==> config.mk <==
export PLATFORM = sky130hd
export DESIGN_NAME = ifetch
export DESIGN_NICKNAME = d
export VERILOG_FILES = /design/src/rtl/ifetch_pkg.sv /design/src/rtl/ifetch_npc.sv /design/src/rtl/ifetch.sv
export SDC_FILE = /design/constraint.sdc
export NUM_CORES = 1
export LEC_CHECK = 0
export CAP_MARGIN = 20
export CORE_UTILIZATION = 46
export DETAILED_ROUTE_END_ITERATION = 8
export PLACE_DENSITY = 0.77
export SLEW_MARGIN = 20
export SYNTH_ARGS = -nofsm -noshare
export SYNTH_HDL_FRONTEND = slang
export SYNTH_HIERARCHICAL = 1
export SYNTH_SLANG_ARGS = --single-unit
export TNS_END_PERCENT = 10
==> constraint.sdc <==
create_clock -name clk_i -period 5.06 [get_ports clk_i]
set_input_delay 1.012 -clock clk_i [delete_from_list [all_inputs] [get_ports clk_i]]
set_output_delay 1.012 -clock clk_i [all_outputs]
set_load 0.01 [all_outputs]
==> src/rtl/ifetch_pkg.sv <==
// rtl/ifetch_pkg.sv - shared constants and state encoding for the instruction fetch unit
package ifetch_pkg;

  // Next-PC select codes; the decode stage drives these same values.
  localparam logic [1:0] PC_NEXT_SEL_STALL  = 2'd0;
  localparam logic [1:0] PC_NEXT_SEL_PC_IMM = 2'd1;
  localparam logic [1:0] PC_NEXT_SEL_ABS    = 2'd2;
  localparam logic [1:0] PC_NEXT_SEL_RSVD   = 2'd3;

  localparam logic [31:0] INSN_NOP = 32'h0000_0013;

  typedef enum logic [2:0] {
    IDLE = 3'd0,
    REQ  = 3'd1,
    WAIT = 3'd2,
    HOLD = 3'd3,
    HALT = 3'd4
  } ifetch_state_e;

endpackage

==> src/rtl/ifetch_npc.sv <==
// rtl/ifetch_npc.sv - combinational next-PC adder/mux with misalignment detect
module ifetch_npc
  import ifetch_pkg::*;
(
  input  logic [31:0] pc,
  input  logic [1:0]  sel,
  input  logic [31:0] off,
  input  logic [31:0] abs_target,
  output logic [31:0] npc,
  output logic        stall,
  output logic        misalign
);

  always_comb begin
    npc   = pc;
    stall = 1'b0;
    case (sel)
      PC_NEXT_SEL_STALL:  stall = 1'b1;
      PC_NEXT_SEL_PC_IMM: npc = pc + off;
      PC_NEXT_SEL_ABS:    npc = abs_target & ~32'h1;
      // The reserved code behaves as a plain sequential step.
      default:            npc = pc + 32'd4;
    endcase
    misalign = |npc[1:0];
  end

endmodule

==> src/rtl/ifetch.sv <==
// rtl/ifetch.sv - instruction fetch unit: owns the PC, fetches one word at a time, holds it for decode
module ifetch
  import ifetch_pkg::*;
#(
  parameter logic [31:0] RESET_PC = 32'h0000_0000,
  parameter int unsigned CNT_W    = 32
) (
  input  logic             clk_i,
  input  logic             rst_i,
  output logic             mem_req_valid_o,
  input  logic             mem_req_ready_i,
  output logic [31:0]      mem_req_addr_o,
  input  logic             mem_rsp_valid_i,
  input  logic [31:0]      mem_rsp_data_i,
  output logic             insn_valid_o,
  output logic [31:0]      insn_data_o,
  output logic [31:0]      insn_pc_o,
  input  logic             insn_ready_i,
  input  logic [1:0]       pc_next_sel_i,
  input  logic [31:0]      pc_next_off_i,
  input  logic [31:0]      pc_next_abs_i,
  output logic             misalign_o,
  output logic [CNT_W-1:0] fetch_cnt_o
);

  ifetch_state_e state;
  logic [31:0]   pc;
  logic [31:0]   npc;
  logic          npc_stall;
  logic          npc_misalign;

  ifetch_npc u_npc (
    .pc         (pc),
    .sel        (pc_next_sel_i),
    .off        (pc_next_off_i),
    .abs_target (pc_next_abs_i),
    .npc        (npc),
    .stall      (npc_stall),
    .misalign   (npc_misalign)
  );

  // Every output is a flop; the request is raised on the edge that enters REQ.
  always_ff @(posedge clk_i or posedge rst_i) begin
    if (rst_i) begin
      state           <= IDLE;
      pc              <= RESET_PC;
      mem_req_valid_o <= 1'b0;
      mem_req_addr_o  <= RESET_PC;
      insn_valid_o    <= 1'b0;
      insn_data_o     <= 32'h0;
      insn_pc_o       <= RESET_PC;
      misalign_o      <= 1'b0;
      fetch_cnt_o     <= '0;
    end else begin
      case (state)
        IDLE: begin
          state           <= REQ;
          mem_req_valid_o <= 1'b1;
          mem_req_addr_o  <= pc;
        end
        REQ: begin
          if (mem_req_ready_i) begin
            state           <= WAIT;
            mem_req_valid_o <= 1'b0;
          end
        end
        WAIT: begin
          if (mem_rsp_valid_i) begin
            state        <= HOLD;
            insn_data_o  <= mem_rsp_data_i;
            insn_pc_o    <= pc;
            insn_valid_o <= 1'b1;
          end
        end
        HOLD: begin
          if (insn_ready_i) begin
            fetch_cnt_o <= fetch_cnt_o + CNT_W'(1);
            // A stall acceptance re-presents the same instruction.
            if (!npc_stall) begin
              insn_valid_o <= 1'b0;
              if (npc_misalign) begin
                misalign_o <= 1'b1;
                state      <= HALT;
              end else begin
                pc              <= npc;
                state           <= REQ;
                mem_req_valid_o <= 1'b1;
                mem_req_addr_o  <= npc;
              end
            end
          end
        end
        HALT: begin
          mem_req_valid_o <= 1'b0;
          insn_valid_o    <= 1'b0;
        end
        default: begin
          state           <= IDLE;
          mem_req_valid_o <= 1'b0;
          insn_valid_o    <= 1'b0;
        end
      endcase
    end
  end

endmodule

---- After elaboration in Yosys (flattened, before gate mapping) ----
Cells that the tools add are included.
operators by class
  shift operators ......................... 0
  mux-type cells .......................... 21
  $add $sub $neg .......................... 3
  magnitude comparators ................... 0
  div/mod/pow operators ................... 0
  bitwise logic cells ..................... 5
  equal/unequal tests ..................... 11
  multiply operators ...................... 0
  reduce and logical (&&, ||, !) cells .... 13
operators with widths
  cell                                            number
  two-way mux 32 bit                              3
  case mux 32 bit (3 select lines)                1
  case mux 32 bit (2 select lines)                1
  adder 32 x 1 -> 32 bit (second input constant)  1
  adder 32 x 3 -> 32 bit (second input constant)  1
  adder 32 bit                                    1
  AND reduction 4 bit                             4
  two-way mux 3 bit                               5
  case mux 3 bit (5 select lines)                 1
  != test 2 bit (second input constant)           5
  AND reduction 5 bit                             2
  two-way mux 1 bit                               8
  == test 3 x 2 -> 1 bit (second input constant)  2
  inverter 1 bit                                  5
  case mux 1 bit (4 select lines)                 1
  AND reduction 2 bit                             2
  OR reduction 2 bit                              2
  == test 3 x 1 -> 1 bit (second input constant)  1
  == test 3 bit (second input constant)           1
  logical NOT 3 bit                               1
  case mux 1 bit (3 select lines)                 1
  == test 2 x 1 -> 1 bit (second input constant)  1
  == test 2 bit (second input constant)           1
  logical NOT 2 bit                               1
  nonzero test 2 bit                              1
word-level totals
  register bits ........................... 166
  bits in writable memories ............... 0
  output and inout bits ................... 131
  memories kept ........................... 0
  memory bits (read-only) ................. 0
  latch bits .............................. 0
  logic and storage cells ................. 62

---- Depth between registers and ports, before layout ----
  depth after elaboration ................. 7
  mapped depth ............................ 13
  depth with buffers taken out ............ 13

---- By module ----
Netlist, hierarchy kept.
modules (own cells, without submodules)
  module      area an instance (um^2)  cells each  sequential area each (um^2)  instances
  ifetch      6936.7                   508         4154.0                       1
  ifetch_npc  3059.2                   402         0.0                          1

---- Least setup slack after synthesis ----
No wires, ideal clock.
  kind .................................... input to register
  start point ............................. in pc_next_sel_i[1]
  end point ............................... reg pc[0]
  setup time .............................. 0.125 ns
  path slack .............................. 1.414 ns
  required time ........................... 4.935 ns
  stages .................................. 10
  data arrival time ....................... 3.521 ns
  cell sequence ........................... clkbuf_1 buf_1 inv_1 nand2_1 a31oi_1 or2_2 or4_1 buf_2 buf_6 mux2_4
between the ends
  longest elaborated chain between the ends .. 5
ends and longest elaborated chain
  item                                      line              text
  from (decl)                               ifetch.sv:19      input logic [1:0] pc_next_sel_i,
  == test 2 bit (tied with other cells)     ifetch_npc.sv:17  case (sel)
  case mux 32 bit (3 select lines) (*)      ifetch_npc.sv:17
  named net npc[1]                          ifetch.sv:28      logic [31:0] npc;
  OR reduction 2 bit (*)                    ifetch_npc.sv:24  misalign = |npc[1:0];
  named net npc_misalign                    ifetch.sv:30      logic npc_misalign;
  inverter 1 bit (no source line) (*)       -
  AND reduction 4 bit (no source line) (*)  -
  to (signal assigned)                      ifetch.sv:85      pc <= npc;
  to (decl)                                 ifetch.sv:27      logic [31:0] pc;
The timed path passes the listed nets; every way through them passes the cells marked *.
A chain may end at the register's enable or synchronous reset.

---- Worst setup path in the final report ----
  start point ............................. in pc_next_off_i[0]
  end point ............................... reg pc[28]
RTL lines
  item                              line              text
  from (decl)                       ifetch.sv:20      input logic [31:0] pc_next_off_i,
  adder 32 bit                      ifetch_npc.sv:19  PC_NEXT_SEL_PC_IMM: npc = pc + off;
  case mux 32 bit (3 select lines)  ifetch_npc.sv:17
  named net npc[28]                 ifetch.sv:28
The timed path passes the listed nets, and every way through them passes these cells.

==> results.ini <==
[run_status]
status = finished clean

[sta]
hold_violations = 0
finalCriticalPeriod_ps = 4189
worst_slew_pin_slew_ps = 1081
rsz0062_at_grt = false
finalSetupViolCount = 0
drv_slew = 0
finalClockSkew_ps = 13.89
slew_headroom_pct = 27.39
fmax_ghz = 0.2387
setup_tns_ps = 0
fin_crit_sh_pct = 82.79

[route]
vias = 8073
drc = 0
ant_nets = 0
drtIter0Drc = 459
drt_wl_total_um = 26110
drt_first_pass_iters = 5
route.detailed.vias_per_inst = 5.717
wl_per_cell_um = 18.49

[pwr]
intPower_w = 0.004913
net-switching-power_w = 0.003004
power.density_mw_per_mm2 = 601.0
p_seq_share_pct = 30.9
vdd_drop_max_uv = 275.5
swShare_pct = 37.95
p_leak_nw = 5.785
power.share.combinational_pct = 51.4
pwr-share-clk_pct = 17.7

[cts]
cts_resized = 0
cts_setup_buffers = 0
clk_latency_ps = 430
cts_tree = yes
cts.clk_slew.worst_paths_ps = 70
clockRootBuffer = clkbuf_16
cts_htree_levels = 4
clock_sinks = 166
cts_made_buffers = 17
cts_buffer_depth = 2
ctsHoldBuffers = 0

[setup_path]
critical_path.startpoint_type = input port
required_ps = 5370
end_kind = flip-flop
arrival_ps = 4500
crit_fanout = 3
critical_path_class = input port to flip-flop

[grt]
antenna_found_initial = 0
grt_pass1_vias = 7962
grt_pass1_wl_um = 41430
grt_max_degree = 167
track_usage_pct = 23.89
gr-total-overflow = 0

[floorplan]
die_area_mm2 = 0.02232
ios = 234
chipHeight_um = 149.4
rows = 53
chipWidth_um = 149.4
core_area_mm2 = 0.02115
start_util_pct = 47.25

[cells_and_area]
multi_input_area_mm2 = 0.005568
area_growth_syn_to_layout_pct = 31.79
drive_gt1_share_pct = 16.29
fin_nets = 1261
nFillCells = 1707
stdcell_count = 1412
regArea_mm2 = 0.004154

[min_path]
hold_class = flip-flop to flip-flop

[logic_synthesis]
synth_nets = 1047
ys_seq_area_share_pct = 41.56
synth-edff-count = 0
async_flop_share_pct = 100.0
yosysTopAreaCell = dfrtp_1
synth_common_cells = 166 x dfrtp_1, 78 x nor2_1, 73 x mux2_2
syn_area_mm2 = 0.009996
synth_cell_types = 69
synth_cells = 910
netlist_top_cells_area = dfrtp_1 42%, mux2_2 8.2%, mux2_4 4.5%
synth_seq_cells = 166
synth.avg_cell_area_um2 = 10.98
synth_ff_type = dfrtp_1
synth_top_area_share_pct = 41.56
yosysMostFrequentCell = dfrtp_1
synth_warnings = 6

[run]
maxCapViolCount = 0

[place]
dpl.hpwl_um = 18460
gp_congestion = 0.8831
numPortBuffers = 232
placed_cells = 1380

critical path, stage by stage:
cell and delay [ps]:
clkdlybuf4s50_1 520, ha_1 230, inv_1 70, fa_1 400, nor2b_1 170, o31a_1 200, o211ai_1 160, a31oi_1 390
a31oi_1 140, o31ai_1 320, xor2_1 110, mux4_2 490, mux2_4 280
layer usage:
metal,track usage [%],up-vias,wire length [µm]
met5,0,-,0
met4,6.684,0,378
met3,4.482,31,1766
met2,39.68,301,12620
met1,31.74,3973,11340
li1,-,3768,-
metrics by stage:
step	utilization, %	hold slack [ps]	area, µm²	worst slack [ps]	total power (W)
after global placement	59.29	460.0	12540	476.3	0.006420
after floorplan	-	504.1	10000	1414	0.004983
after global routing	62.26	516.3	13170	738.1	0.008443
final	62.28	480.3	13170	871.0	0.007917
after detailed placement	59.29	465.3	12540	451.8	0.006507
after CTS	62.26	481.8	13170	884.5	0.007959
logic make-up (layout without fill, tap and decap cells):
family | count (synthesis) | in the layout | synth area share (%)
DFF | 166 | 166 | 41.56
and+or+nand+nor | 243 | 243 | 12.45
buffers and inverters | 63 | 289 | 2.979
muxes | 158 | 158 | 20.62
adders and majority gates | 34 | 34 | 4.331
other | 0 | 1 | 0
AOI/OAI and AO/OA | 166 | 166 | 11.05
xor gates and xnor gates | 80 | 80 | 7.010
state kept, by name, indices dropped and copies added, names as in the netlist:
register,cells
fetch_cnt_o,32
insn_data_o,32
insn_pc_o,32
insn_valid_o,1
mem_req_addr_o,32
mem_req_valid_o,1
misalign_o,1
pc,32
state,3
area by class of cell:
type	count	share of cell area, %
antenna	1	0.01900
clock buffer	18	3.334
clock inverter	13	1.434
inverter	17	0.5129
multi-input combinational	681	42.26
sequential	166	31.53
tap	275	2.612
timing repair buffer	241	18.29
final timing paths:
kind / start / cells after the start / slack [ps] / to
max in group asynchronous: rst_i / 3 / 3240 / insn_pc_o[30]$_DFFE_PP0P_
min in group asynchronous: rst_i / 3 / 1220 / insn_pc_o[4]$_DFFE_PP0P_
max reg2reg: pc[0]$_DFFE_PP0P_ / 12 / 1530 / pc[28]$_DFFE_PP0P_
min: misalign_o$_DFFE_PP0P_ / 1 / 480 / misalign_o$_DFFE_PP0P_
max: pc_next_off_i[0] / 13 / 870 / pc[28]$_DFFE_PP0P_
min reg2reg: misalign_o$_DFFE_PP0P_ / 1 / 480 / misalign_o$_DFFE_PP0P_
cells in the final DEF (no fill, tap or decap), types with 16 or more instances in the layout:
cell type / n
nand4_1: 24
and3_1: 17
mux2i_1: 36
nand2_1: 41
inv_1: 16
clkbuf_16: 17
mux2_2: 73
ha_1: 33
xnor2_1: 47
o21ai_0: 23
dfrtp_1: 166
xor2_1: 33
mux2_4: 30
nand3_1: 17
nor3_1: 17
nor2_1: 78
a21o_1: 16
mux4_2: 19
a21oi_1: 62
clkdlybuf4s50_1: 231
power by group through the flow:
stage	sequential [W]	combinational, W	clock (W)
6_report	0.00245	0.00407	0.00140
5_1_grt	0.00254	0.00441	0.00149
3_3_place_gp	0.00244	0.00398	0
4_1_cts	0.00245	0.00408	0.00143
2_1_floorplan	0.00251	0.00247	0
3_5_place_dp	0.00246	0.00404	0
(Power assumes the default switching activity.)
